$ cat config.mk
export PLATFORM = sky130hd
export DESIGN_NAME = router_sync_ctrl_flat
export DESIGN_NICKNAME = d
export VERILOG_FILES = /design/src/rtl/router_sync_ctrl_if.sv /design/src/rtl/router_sync_ctrl.sv /design/src/flat_wrapper.sv
export SDC_FILE = /design/constraint.sdc
export NUM_CORES = 1
export LEC_CHECK = 0
export BUFFER_PORTS_ARGS = -buffer_cell sky130_fd_sc_hd__buf_2
export CELL_PAD_IN_SITES_DETAIL_PLACEMENT = 1
export CELL_PAD_IN_SITES_GLOBAL_PLACEMENT = 1
export CORE_MARGIN = 2
export CORE_UTILIZATION = 41
export DETAILED_ROUTE_END_ITERATION = 8
export HOLD_SLACK_MARGIN = 0.08
export PLACE_DENSITY = 0.91
export SYNTH_ARGS = -nofsm -noshare
export SYNTH_HDL_FRONTEND = slang
export SYNTH_SLANG_ARGS = --single-unit
$ cat constraint.sdc
create_clock -name clk -period 2.3 [get_ports clk]
set_clock_uncertainty 0.2 [all_clocks]
set_input_delay 0.23 -clock clk [delete_from_list [all_inputs] [get_ports clk]]
set_output_delay 0.23 -clock clk [all_outputs]
set_load 0.005 [all_outputs]
$ cat src/rtl/router_sync_ctrl_if.sv
// Handshake bundle between the router input FSM, the three output FIFOs
// and the sync controller that glues them together.
interface router_sync_ctrl_if;
    logic       detect_add;
    logic [1:0] data_in;
    logic       write_enb_reg;
    logic       read_enb_0;
    logic       read_enb_1;
    logic       read_enb_2;
    logic       full_0;
    logic       full_1;
    logic       full_2;
    logic       empty_0;
    logic       empty_1;
    logic       empty_2;
    logic [2:0] write_enb;
    logic       fifo_full;
    logic       valid_out_0;
    logic       valid_out_1;
    logic       valid_out_2;
    logic       soft_reset_0;
    logic       soft_reset_1;
    logic       soft_reset_2;
    logic [1:0] dest_addr;

    // FSM / FIFO / receiver side
    modport master (
        output detect_add, data_in, write_enb_reg,
        output read_enb_0, read_enb_1, read_enb_2,
        output full_0, full_1, full_2,
        output empty_0, empty_1, empty_2,
        input  write_enb, fifo_full,
        input  valid_out_0, valid_out_1, valid_out_2,
        input  soft_reset_0, soft_reset_1, soft_reset_2,
        input  dest_addr
    );

    // Controller side
    modport slave (
        input  detect_add, data_in, write_enb_reg,
        input  read_enb_0, read_enb_1, read_enb_2,
        input  full_0, full_1, full_2,
        input  empty_0, empty_1, empty_2,
        output write_enb, fifo_full,
        output valid_out_0, valid_out_1, valid_out_2,
        output soft_reset_0, soft_reset_1, soft_reset_2,
        output dest_addr
    );
endinterface

$ cat src/rtl/router_sync_ctrl.sv
// Router sync controller: latches the packet destination, steers the FSM
// write enable to the addressed FIFO, returns that FIFO's full flag, and
// watches each output for a receiver that stops draining it.
module router_sync_ctrl #(
    parameter int TIMEOUT = 30,
    parameter int CNT_W   = 5
) (
    input logic              clk,
    input logic              resetn,
    router_sync_ctrl_if.slave bus
);

    localparam logic [CNT_W-1:0] CNT_LAST = CNT_W'(TIMEOUT - 1);
    localparam logic [CNT_W-1:0] CNT_ZERO = {CNT_W{1'b0}};
    localparam logic [CNT_W-1:0] CNT_ONE  = CNT_W'(1);

    logic [1:0]       dest_addr_r;
    logic [CNT_W-1:0] cnt_r [3];
    logic [2:0]       soft_reset_r;

    logic [2:0]       valid_s;
    logic [2:0]       read_s;
    logic [2:0]       full_s;
    logic [2:0]       stall_s;
    logic [2:0]       write_enb_s;
    logic             fifo_full_s;

    assign valid_s = ~{bus.empty_2, bus.empty_1, bus.empty_0};
    assign read_s  = {bus.read_enb_2, bus.read_enb_1, bus.read_enb_0};
    assign full_s  = {bus.full_2, bus.full_1, bus.full_0};
    // A receiver is stalling when data sits at its output and it is not reading.
    assign stall_s = valid_s & ~read_s;

    // Capture the header address while the FSM is decoding; 11 means no target.
    always_ff @(posedge clk or negedge resetn) begin
        if (!resetn) begin
            dest_addr_r <= 2'b11;
        end else if (bus.detect_add) begin
            dest_addr_r <= bus.data_in;
        end else begin
            dest_addr_r <= dest_addr_r;
        end
    end

    // Route the single write request and pick the matching full flag from the latched address.
    always_comb begin
        write_enb_s = 3'b000;
        fifo_full_s = 1'b0;
        case (dest_addr_r)
            2'b00: begin
                write_enb_s = {2'b00, bus.write_enb_reg};
                fifo_full_s = full_s[0];
            end
            2'b01: begin
                write_enb_s = {1'b0, bus.write_enb_reg, 1'b0};
                fifo_full_s = full_s[1];
            end
            2'b10: begin
                write_enb_s = {bus.write_enb_reg, 2'b00};
                fifo_full_s = full_s[2];
            end
            default: begin
                write_enb_s = 3'b000;
                fifo_full_s = 1'b0;
            end
        endcase
    end

    // Per-output stall counters; the last stalled cycle fires a one-cycle soft reset and restarts the count.
    always_ff @(posedge clk or negedge resetn) begin
        if (!resetn) begin
            for (int k = 0; k < 3; k++) begin
                cnt_r[k] <= CNT_ZERO;
            end
            soft_reset_r <= 3'b000;
        end else begin
            for (int k = 0; k < 3; k++) begin
                if (stall_s[k]) begin
                    // >= keeps an out-of-range count from wrapping silently
                    if (cnt_r[k] >= CNT_LAST) begin
                        cnt_r[k]        <= CNT_ZERO;
                        soft_reset_r[k] <= 1'b1;
                    end else begin
                        cnt_r[k]        <= cnt_r[k] + CNT_ONE;
                        soft_reset_r[k] <= 1'b0;
                    end
                end else begin
                    cnt_r[k]        <= CNT_ZERO;
                    soft_reset_r[k] <= 1'b0;
                end
            end
        end
    end

    assign bus.write_enb    = write_enb_s;
    assign bus.fifo_full    = fifo_full_s;
    assign bus.valid_out_0  = valid_s[0];
    assign bus.valid_out_1  = valid_s[1];
    assign bus.valid_out_2  = valid_s[2];
    assign bus.soft_reset_0 = soft_reset_r[0];
    assign bus.soft_reset_1 = soft_reset_r[1];
    assign bus.soft_reset_2 = soft_reset_r[2];
    assign bus.dest_addr    = dest_addr_r;

endmodule

$ cat src/flat_wrapper.sv
// flat-port wrapper written by rule: the top's interface ports become plain ports
module router_sync_ctrl_flat 
#(
    parameter int TIMEOUT = 30,
    parameter int CNT_W   = 5
)
  (clk, resetn, bus_detect_add, bus_data_in, bus_write_enb_reg, bus_read_enb_0, bus_read_enb_1, bus_read_enb_2, bus_full_0, bus_full_1, bus_full_2, bus_empty_0, bus_empty_1, bus_empty_2, bus_write_enb, bus_fifo_full, bus_valid_out_0, bus_valid_out_1, bus_valid_out_2, bus_soft_reset_0, bus_soft_reset_1, bus_soft_reset_2, bus_dest_addr);
  router_sync_ctrl_if bus_i ();
  input logic clk;
  input logic resetn;
  input wire logic [$bits(bus_i.detect_add)-1:0] bus_detect_add;
  input wire logic [$bits(bus_i.data_in)-1:0] bus_data_in;
  input wire logic [$bits(bus_i.write_enb_reg)-1:0] bus_write_enb_reg;
  input wire logic [$bits(bus_i.read_enb_0)-1:0] bus_read_enb_0;
  input wire logic [$bits(bus_i.read_enb_1)-1:0] bus_read_enb_1;
  input wire logic [$bits(bus_i.read_enb_2)-1:0] bus_read_enb_2;
  input wire logic [$bits(bus_i.full_0)-1:0] bus_full_0;
  input wire logic [$bits(bus_i.full_1)-1:0] bus_full_1;
  input wire logic [$bits(bus_i.full_2)-1:0] bus_full_2;
  input wire logic [$bits(bus_i.empty_0)-1:0] bus_empty_0;
  input wire logic [$bits(bus_i.empty_1)-1:0] bus_empty_1;
  input wire logic [$bits(bus_i.empty_2)-1:0] bus_empty_2;
  output wire logic [$bits(bus_i.write_enb)-1:0] bus_write_enb;
  output wire logic [$bits(bus_i.fifo_full)-1:0] bus_fifo_full;
  output wire logic [$bits(bus_i.valid_out_0)-1:0] bus_valid_out_0;
  output wire logic [$bits(bus_i.valid_out_1)-1:0] bus_valid_out_1;
  output wire logic [$bits(bus_i.valid_out_2)-1:0] bus_valid_out_2;
  output wire logic [$bits(bus_i.soft_reset_0)-1:0] bus_soft_reset_0;
  output wire logic [$bits(bus_i.soft_reset_1)-1:0] bus_soft_reset_1;
  output wire logic [$bits(bus_i.soft_reset_2)-1:0] bus_soft_reset_2;
  output wire logic [$bits(bus_i.dest_addr)-1:0] bus_dest_addr;
  assign bus_i.detect_add = bus_detect_add;
  assign bus_i.data_in = bus_data_in;
  assign bus_i.write_enb_reg = bus_write_enb_reg;
  assign bus_i.read_enb_0 = bus_read_enb_0;
  assign bus_i.read_enb_1 = bus_read_enb_1;
  assign bus_i.read_enb_2 = bus_read_enb_2;
  assign bus_i.full_0 = bus_full_0;
  assign bus_i.full_1 = bus_full_1;
  assign bus_i.full_2 = bus_full_2;
  assign bus_i.empty_0 = bus_empty_0;
  assign bus_i.empty_1 = bus_empty_1;
  assign bus_i.empty_2 = bus_empty_2;
  assign bus_write_enb = bus_i.write_enb;
  assign bus_fifo_full = bus_i.fifo_full;
  assign bus_valid_out_0 = bus_i.valid_out_0;
  assign bus_valid_out_1 = bus_i.valid_out_1;
  assign bus_valid_out_2 = bus_i.valid_out_2;
  assign bus_soft_reset_0 = bus_i.soft_reset_0;
  assign bus_soft_reset_1 = bus_i.soft_reset_1;
  assign bus_soft_reset_2 = bus_i.soft_reset_2;
  assign bus_dest_addr = bus_i.dest_addr;
  router_sync_ctrl #(.TIMEOUT(TIMEOUT), .CNT_W(CNT_W)) u_core (.clk(clk), .resetn(resetn), .bus(bus_i));
endmodule
==> reports/metrics.csv, run 1 <==
stage;metric;value;unit
sta;final_min_period_over_clock_period;80.2;%
yosys;yosys.area.top_type_share;47.2;%
sta;setup_viol_count_final;0;
critical_path;critPathLaunchType;register;
sta;grt_setup_unrepaired;false;
placed_design;detailed_place_hpwl;1500;um
global_routing;grt_antenna_before_repair;0;
global_routing;grt_pass1_wl;3670;um
yosys;postSynth.asyncResetShare;100;%
finish;antennaDiodeCount;0;
sta;number_of_pins_exceeding_their_max_slew_limit_in_the_final_report;0;
sta;timing.fmax;542;MHz
routing;routed_wirelength;2170;um
power;internal-power;0.482;mW
power;power.switching;0.161;mW
placed_design;numPortBuffers;26;
clock_tree;worstSkewPairLatency;0.30;ns
power;pwr_density_cell;500;nW/um2
floorplanning;die_x;52.3;um
critical_path;end_kind;register;
clock_tree;clock_input_transition_at_the_sequential_cells_of_the_worst_setup_and_hold_paths;0.11;ns
floorplanning;num_rows;17;
power;p_comb_share;14.4;%
sta;slew_headroom;70.4;%
finish;layout.nets;152;
power;clock_power_share;26.8;%
yosys;ys_flop_type;sky130_fd_sc_hd__dfrtp_1;
sta;timing.setup.tns;0;ns
clock_tree;clk_root_buffer_cell;sky130_fd_sc_hd__clkbuf_4;
power;leakagePower;0.634;nW
floorplanning;die_height;52.3;um
floorplanning;die_area;2730;um2
clock_tree;post-cts-setup-buffers;0;
job;max-cap-violations;0;
floorplanning;core_area;2210;um2
routing;detailedRoute.firstPassIterationCount;4;
worst_hold_path;min_path_type;in -> async;
routing;vias_per_cell;4.92;
routing;vias;778;
yosys;synth-warning-count;0;
yosys;netlist_top_cells_area;sky130_fd_sc_hd__dfrtp_1 (47%), sky130_fd_sc_hd__ha_1 (7.9%), sky130_fd_sc_hd__nor2_1 (7.5%), sky130_fd_sc_hd__dfstp_2 (5.5%), sky130_fd_sc_hd__xor2_1 (5.5%);
yosys;post_synth_inst_count;86;
yosys;synth_most_common_cell;sky130_fd_sc_hd__nor2_1;
routing;initialDrtViolationCount;7;
global_routing;global_route.overflow_total;0;
sta;layout_min_cycle_time;1.85;ns
global_routing;grt_use_total;18.9;%
placed_design;place_congestion;0.799;
clock_tree;cts_buffers;3;
clock_tree;h_tree_level_count;1;
routing;wl_per_cell;13.7;um
yosys;netlist-cell-type-count;18;
clock_tree;cts-hold-fix-buffers;14;
critical_path;timing_worst_setup_path_type;reg -> reg;
yosys;yosys-top-cells-count;sky130_fd_sc_hd__nor2_1 (19), sky130_fd_sc_hd__dfrtp_1 (18), sky130_fd_sc_hd__nand3_1 (9);
global_routing;grt_pass1_vias;884;
yosys;ys_seq_elements;20;
critical_path;crit_fanout;4;
critical_path;cp.required;2.34;ns
yosys;synth.avg_cell_area;11.1;um2
yosys;synth_seq_area_share;52.7;%
floorplanning;initial_utilization;43.2;%
routing;detail_route.drc_violations;0;
finish;drive_gt1_share;30.0;%
power;irDropWorstVdd;0.406;mV
yosys;synth_edf_count;0;
power;finalPower;0.643;mW
yosys;syn_area;955;um2
power;reg_power_share;58.8;%
yosys;synth.largest_area_cell;sky130_fd_sc_hd__dfrtp_1;
yosys;syn_nets;107;
global_routing;pin_count_of_the_biggest_net_entering_global_routing;21;
clock_tree;cts_num_sinks;20;
floorplanning;design.portCount;27;
power;p_sw_share;25.1;%
routing;final_antenna_net_count;0;
status;status;finished, final reports clean;
finish;area.growth.synth_to_final;34.7;%
finish;fillCellCount;258;
clock_tree;max-clock-path-buffers;2;
critical_path;worst_ep_arrival_time;1.89;ns
clock_tree;cts_tree;done;
clock_tree;post_cts_resized;0;
sta;tightest_slew;0.444;ns
sta;hold_viol_final;0;
-- metrics by stage --
stage                     utilization, %  worst slack [ns]  instance area (um2)  hold slack, ns  instances
after floorplan                        -              1.03                  955          -0.266         86
after global placement              50.6             0.945                 1120        -0.00299        140
after detailed placement            50.6             0.891                 1120         0.00259        140
after CTS                           58.1             0.485                 1290           0.196        158
after global routing                58.1             0.314                 1290           0.233        158
final                               58.1             0.455                 1290           0.197        158
-- worst paths after layout --
path                                  from                       to  slack (ns)  depth (start not counted)
hold reg to reg            u_core.cnt_r[5]          u_core.cnt_r[5]        0.37                          1
max in group asynchronous           resetn  u_core.bus.dest_addr[0]        1.37                          2
hold / removal                      resetn          u_core.cnt_r[6]        0.20                          2
min in group clk           u_core.cnt_r[5]          u_core.cnt_r[5]        0.37                          1
setup reg to reg           u_core.cnt_r[1]   u_core.soft_reset_r[2]        0.45                          5
setup / recovery           u_core.cnt_r[1]   u_core.soft_reset_r[2]        0.45                          5
-- power by group through the flow --
stage | registers, mW | logic, mW | clock network [mW]
3_5_place_dp | 0.385 | 0.0755 | 0
3_3_place_gp | 0.383 | 0.0713 | 0
2_1_floorplan | 0.382 | 0.0369 | 0
6_report | 0.378 | 0.0923 | 0.173
5_1_grt | 0.380 | 0.103 | 0.194
4_1_cts | 0.378 | 0.0921 | 0.173
-- sequential cells by signal, summed over array words and instances (netlist names) --
signal,cells
u_core.bus.dest_addr,2
u_core.cnt_r,15
u_core.soft_reset_r,3
-- cell families (layout without fill, tap and decap cells) --
kind of cell,Yosys count,after routing,synth area share (%)
XOR/XNOR,9,9,8.26
AND/OR/NAND/NOR,38,38,22.2
adder cells (fa/ha/maj),6,6,7.86
AO/OA/AOI/OAI,4,4,3.28
buffers and inverters,6,50,2.36
multiplexers,3,3,3.41
flip-flops,20,20,52.7
-- area by class of cell --
type | count | area [um2] | area share, %
multi-input combinational | 60 | 429 | 33.4
tap | 28 | 35.0 | 2.72
clock buffer | 4 | 26.3 | 2.04
timing repair buffer | 40 | 270 | 21.0
sequential | 20 | 503 | 39.1
inverter | 6 | 22.5 | 1.75
-- placed cells by master (no fill, tap or decap), types with 2 or more instances in the layout --
master and count:
sky130_fd_sc_hd__buf_2 26, sky130_fd_sc_hd__nor2_1 19, sky130_fd_sc_hd__dfrtp_1 18, sky130_fd_sc_hd__dlygate4sd3_1 14
sky130_fd_sc_hd__nand3_1 9, sky130_fd_sc_hd__inv_1 6, sky130_fd_sc_hd__xor2_1 6, sky130_fd_sc_hd__ha_1 6
sky130_fd_sc_hd__nor3_4 3, sky130_fd_sc_hd__o21ai_2 3, sky130_fd_sc_hd__xnor2_1 3, sky130_fd_sc_hd__nor4_1 3
sky130_fd_sc_hd__clkbuf_4 3, sky130_fd_sc_hd__mux2_2 2, sky130_fd_sc_hd__dfstp_2 2
-- layer usage --
metal	track usage, %	share of wire [%]	wire (um)	vias up
li1	-	-	-	375
met1	18.6	39	834	377
met2	38.0	55	1200	22
met3	4.86	4.4	95	4
met4	5.56	1.7	36	0
met5	0	0	0	-
-- critical path: stages, from the launching register on --
cell and delay, ns:
sky130_fd_sc_hd__dfrtp_1 0.45, sky130_fd_sc_hd__inv_1 0.08, sky130_fd_sc_hd__ha_1 0.18, sky130_fd_sc_hd__nor3_4 0.05
sky130_fd_sc_hd__nor4_1 0.25, sky130_fd_sc_hd__dlygate4sd3_1 0.58
Power figures use the tool's default switching activity.
==> run 2: changes to the inputs <==
--- a/config.mk
+++ b/config.mk
@@ -9,10 +9,10 @@
 export CELL_PAD_IN_SITES_DETAIL_PLACEMENT = 1
 export CELL_PAD_IN_SITES_GLOBAL_PLACEMENT = 1
 export CORE_MARGIN = 2
-export CORE_UTILIZATION = 41
+export CORE_UTILIZATION = 38
 export DETAILED_ROUTE_END_ITERATION = 8
 export HOLD_SLACK_MARGIN = 0.08
-export PLACE_DENSITY = 0.91
+export PLACE_DENSITY = 0.86
 export SYNTH_ARGS = -nofsm -noshare
 export SYNTH_HDL_FRONTEND = slang
 export SYNTH_SLANG_ARGS = --single-unit
==> constraint.sdc (replaced) <==
create_clock -name clk -period 1.73 [get_ports clk]
set_clock_uncertainty 0.2 [all_clocks]
set_input_delay 0.173 -clock clk [delete_from_list [all_inputs] [get_ports clk]]
set_output_delay 0.173 -clock clk [all_outputs]
set_load 0.005 [all_outputs]
==> run 2 against run 1 <==
Register-to-register slack got worse by 0.28 ns. Final cell count fell by 0.63%. Global-route usage fell by 3.7 points. Critical path depth fell by 2. Die area rose by 7.3%. Utilization fell by 6.0 points. Count of clock-buffer cells in the layout did not move. Combinational power rose by 32%. Cell area fell by 1.4%. Worst setup slack got worse by 0.37 ns. Hold slack got worse by 0.053 ns. Sequential cell count did not move. Critical path type is now reg -> out. Highest routed layer unchanged.
==> reports/metrics.csv, run 2 (same netlist as run 1, synthesis figures left out) <==
stage;metric;value;unit;change
status;status;finished, final reports clean;;
sta;slew_headroom;70.8;%;+0.34 points
routing;detail_route.drc_violations;0;;unchanged
floorplanning;initial_utilization;39.2;%;-3.9 points
finish;regArea;503;um2;unchanged
finish;drive_gt1_share;31.5;%;+1.5 points
sta;layout_min_cycle_time;1.64;ns;
critical_path;crit_path_start;u_core.bus.dest_addr[1];;
finish;layout.nets;149;;-2.0%
routing;initialDrtViolationCount;3;;-4
sta;setup_viol_count_final;0;;unchanged
finish;largest_register_ffs;15;;unchanged
finish;core_util_final;52.2;%;-6.0 points
critical_path;crit_fanout;7;;+3
global_routing;grt_pass1_wl;3140;um;-14%
sta;hold_viol_final;0;;unchanged
clock_tree;cts_tree;done;;
finish;max_flop_register;u_core.cnt_r;;
clock_tree;h_tree_level_count;1;;unchanged
global_routing;grt_pass1_vias;787;;-11%
placed_design;detailed_place_hpwl;1490;um;-0.10%
critical_path;setup.worst_path.end;bus_fifo_full;;
clock_tree;worstSkewPairLatency;0.30;ns;about the same
floorplanning;die_x;54.1;um;+3.6%
clock_tree;cts_num_sinks;20;;unchanged
sta;final_min_period_over_clock_period;95.1;%;
sta;number_of_pins_exceeding_their_max_slew_limit_in_the_final_report;0;;unchanged
finish;area.growth.synth_to_final;32.9;%;
floorplanning;die_height;54.1;um;+3.6%
power;clock_power_share;30.5;%;+3.7 points
critical_path;cpPeakStageDelay;0.60;ns;+0.02 ns
power;leakagePower;0.619;nW;-2.3%
routing;detailedRoute.firstPassIterationCount;4;;unchanged
critical_path;timing.reg2reg.setup_slack;0.17;ns;-0.28 ns
power;pwr_density_cell;707;nW/um2;+41%
global_routing;grt_antenna_before_repair;0;;unchanged
clock_tree;cts_buffers;3;;unchanged
global_routing;grt_use_total;15.3;%;-3.7 points
finish;antennaDiodeCount;0;;unchanged
floorplanning;num_rows;18;;+1
sta;tightest_slew;0.439;ns;-0.00505 ns
critical_path;cp.required;1.36;ns;-0.98 ns
critical_path;critPathLaunchType;register;;
floorplanning;design.portCount;27;;unchanged
global_routing;global_route.overflow_total;0;;unchanged
routing;routed_wirelength;2060;um;-5.0%
placed_design;numPortBuffers;26;;unchanged
sta;hold_ws;0.144;ns;-0.0526 ns
finish;multi_input_area;429;um2;unchanged
clock_tree;max-clock-path-buffers;2;;unchanged
power;p_comb_share;13.6;%;-0.8 points
finish;fillCellCount;277;;+7.4%
finish;most_common_library_cell_in_the_layout_ignoring_fill_and_taps;sky130_fd_sc_hd__buf_2;;
routing;vias;759;;-2.4%
placed_design;place_congestion;0.790;;-1.2%
clock_tree;clk_root_buffer_cell;sky130_fd_sc_hd__clkbuf_4;;
critical_path;end_kind;output pin;;
power;p_sw_share;24.3;%;-0.79 points
routing;vias_per_cell;4.83;;-1.8%
power;reg_power_share;56.0;%;-2.8 points
critical_path;timing_worst_setup_path_type;reg -> out;;
power;internal-power;0.679;mW;+41%
finish;mostFrequentLayoutCells;sky130_fd_sc_hd__buf_2 (26), sky130_fd_sc_hd__nor2_1 (19), sky130_fd_sc_hd__dfrtp_1 (18);;
routing;wl_per_cell;13.1;um;-4.4%
routing;final_antenna_net_count;0;;unchanged
clock_tree;post-cts-setup-buffers;0;;unchanged
critical_path;reg2reg_from;u_core.bus.dest_addr[0];;
placed_design;place_inst;142;;+1.4%
sta;timing.setup.tns;0;ns;unchanged
critical_path;r2r-end;u_core.bus.dest_addr[0];;
sta;timing.fmax;608;MHz;
floorplanning;die_area;2930;um2;+7.3%
critical_path;worst_ep_arrival_time;1.27;ns;-0.62 ns
floorplanning;core_area;2430;um2;+10%
critical_path;worstPathCellList;mux2i_1, o21ai_1, buf_2;;
critical_path;crit_slowest_cell;sky130_fd_sc_hd__dfstp_2;;
global_routing;pin_count_of_the_biggest_net_entering_global_routing;21;;unchanged
finish;final_cells;157;;-0.63%
power;power.switching;0.218;mW;+35%
worst_hold_path;min_path_type;in -> async;;
job;max-cap-violations;0;;unchanged
clock_tree;clock_input_transition_at_the_sequential_cells_of_the_worst_setup_and_hold_paths;0.11;ns;about the same
power;irDropWorstVdd;0.509;mV;+25%
power;finalPower;0.897;mW;+40%
sta;grt_setup_unrepaired;false;;
critical_path;rr_worst_depth;2;;-3
[run 2: repair_timing]
action	CTS	global route
gates resized for setup	0	1
setup endpoints to repair	0	1
hold buffers	11	0
endpoints found under the hold margin	40	0
[run 2: stage by stage]
step                      setup WS [ns]  area [um2]
after floorplan                   0.458         955
after global placement            0.381        1120
after detailed placement          0.314        1120
after CTS                        0.0607        1270
after global routing            0.00722        1270
final                            0.0853        1270
[run 2: worst max-delay path: cells and delay by family (launching register included)]
| kind | cells | cell delay (ns) |
|---|---|---|
| muxes | 1 | 0.19 |
| AOI/OAI and AO/OA | 1 | 0.06 |
| buffers and inverters | 1 | 0.12 |
| DFF | 1 | 0.60 |
[run 2: worst min path at each step]
| stage | startpoint | to | slack (ns) |
|---|---|---|---|
| floorplan | resetn | u_core.cnt_r[0] | -0.32 |
| global placement | resetn | u_core.soft_reset_r[0] | -0.06 |
| detailed placement | resetn | u_core.soft_reset_r[0] | -0.06 |
| CTS | resetn | u_core.soft_reset_r[0] | 0.14 |
| global route | resetn | u_core.cnt_r[9] | 0.19 |
| finish | resetn | u_core.soft_reset_r[0] | 0.14 |
[run 2: layout make-up]
class | count | share of cell area (%)
clock buffer | 4 | 2.86
inverter | 6 | 1.78
multi-input combinational | 60 | 33.8
sequential | 20 | 39.6
tap | 30 | 2.96
timing repair buffer | 37 | 18.9
[run 2: layer usage]
metal  up-vias  part of all wire (%)  GRT usage [%]  wire length [um]
li1        368                     -              -                 -
met1       365                    38           15.5               772
met2        24                    56           29.9              1150
met3         2                   5.7           2.78               117
met4         0                  0.92           6.25                19
met5         -                     0              0                 0
[run 2: power groups by stage]
stage               Sequential, mW  Combinational, mW  Clock, mW
floorplan                    0.508             0.0491          0
global route                 0.505              0.137      0.295
global placement             0.509             0.0941          0
finish                       0.502              0.122      0.273
CTS                          0.503              0.121      0.280
detailed placement           0.511             0.0989          0
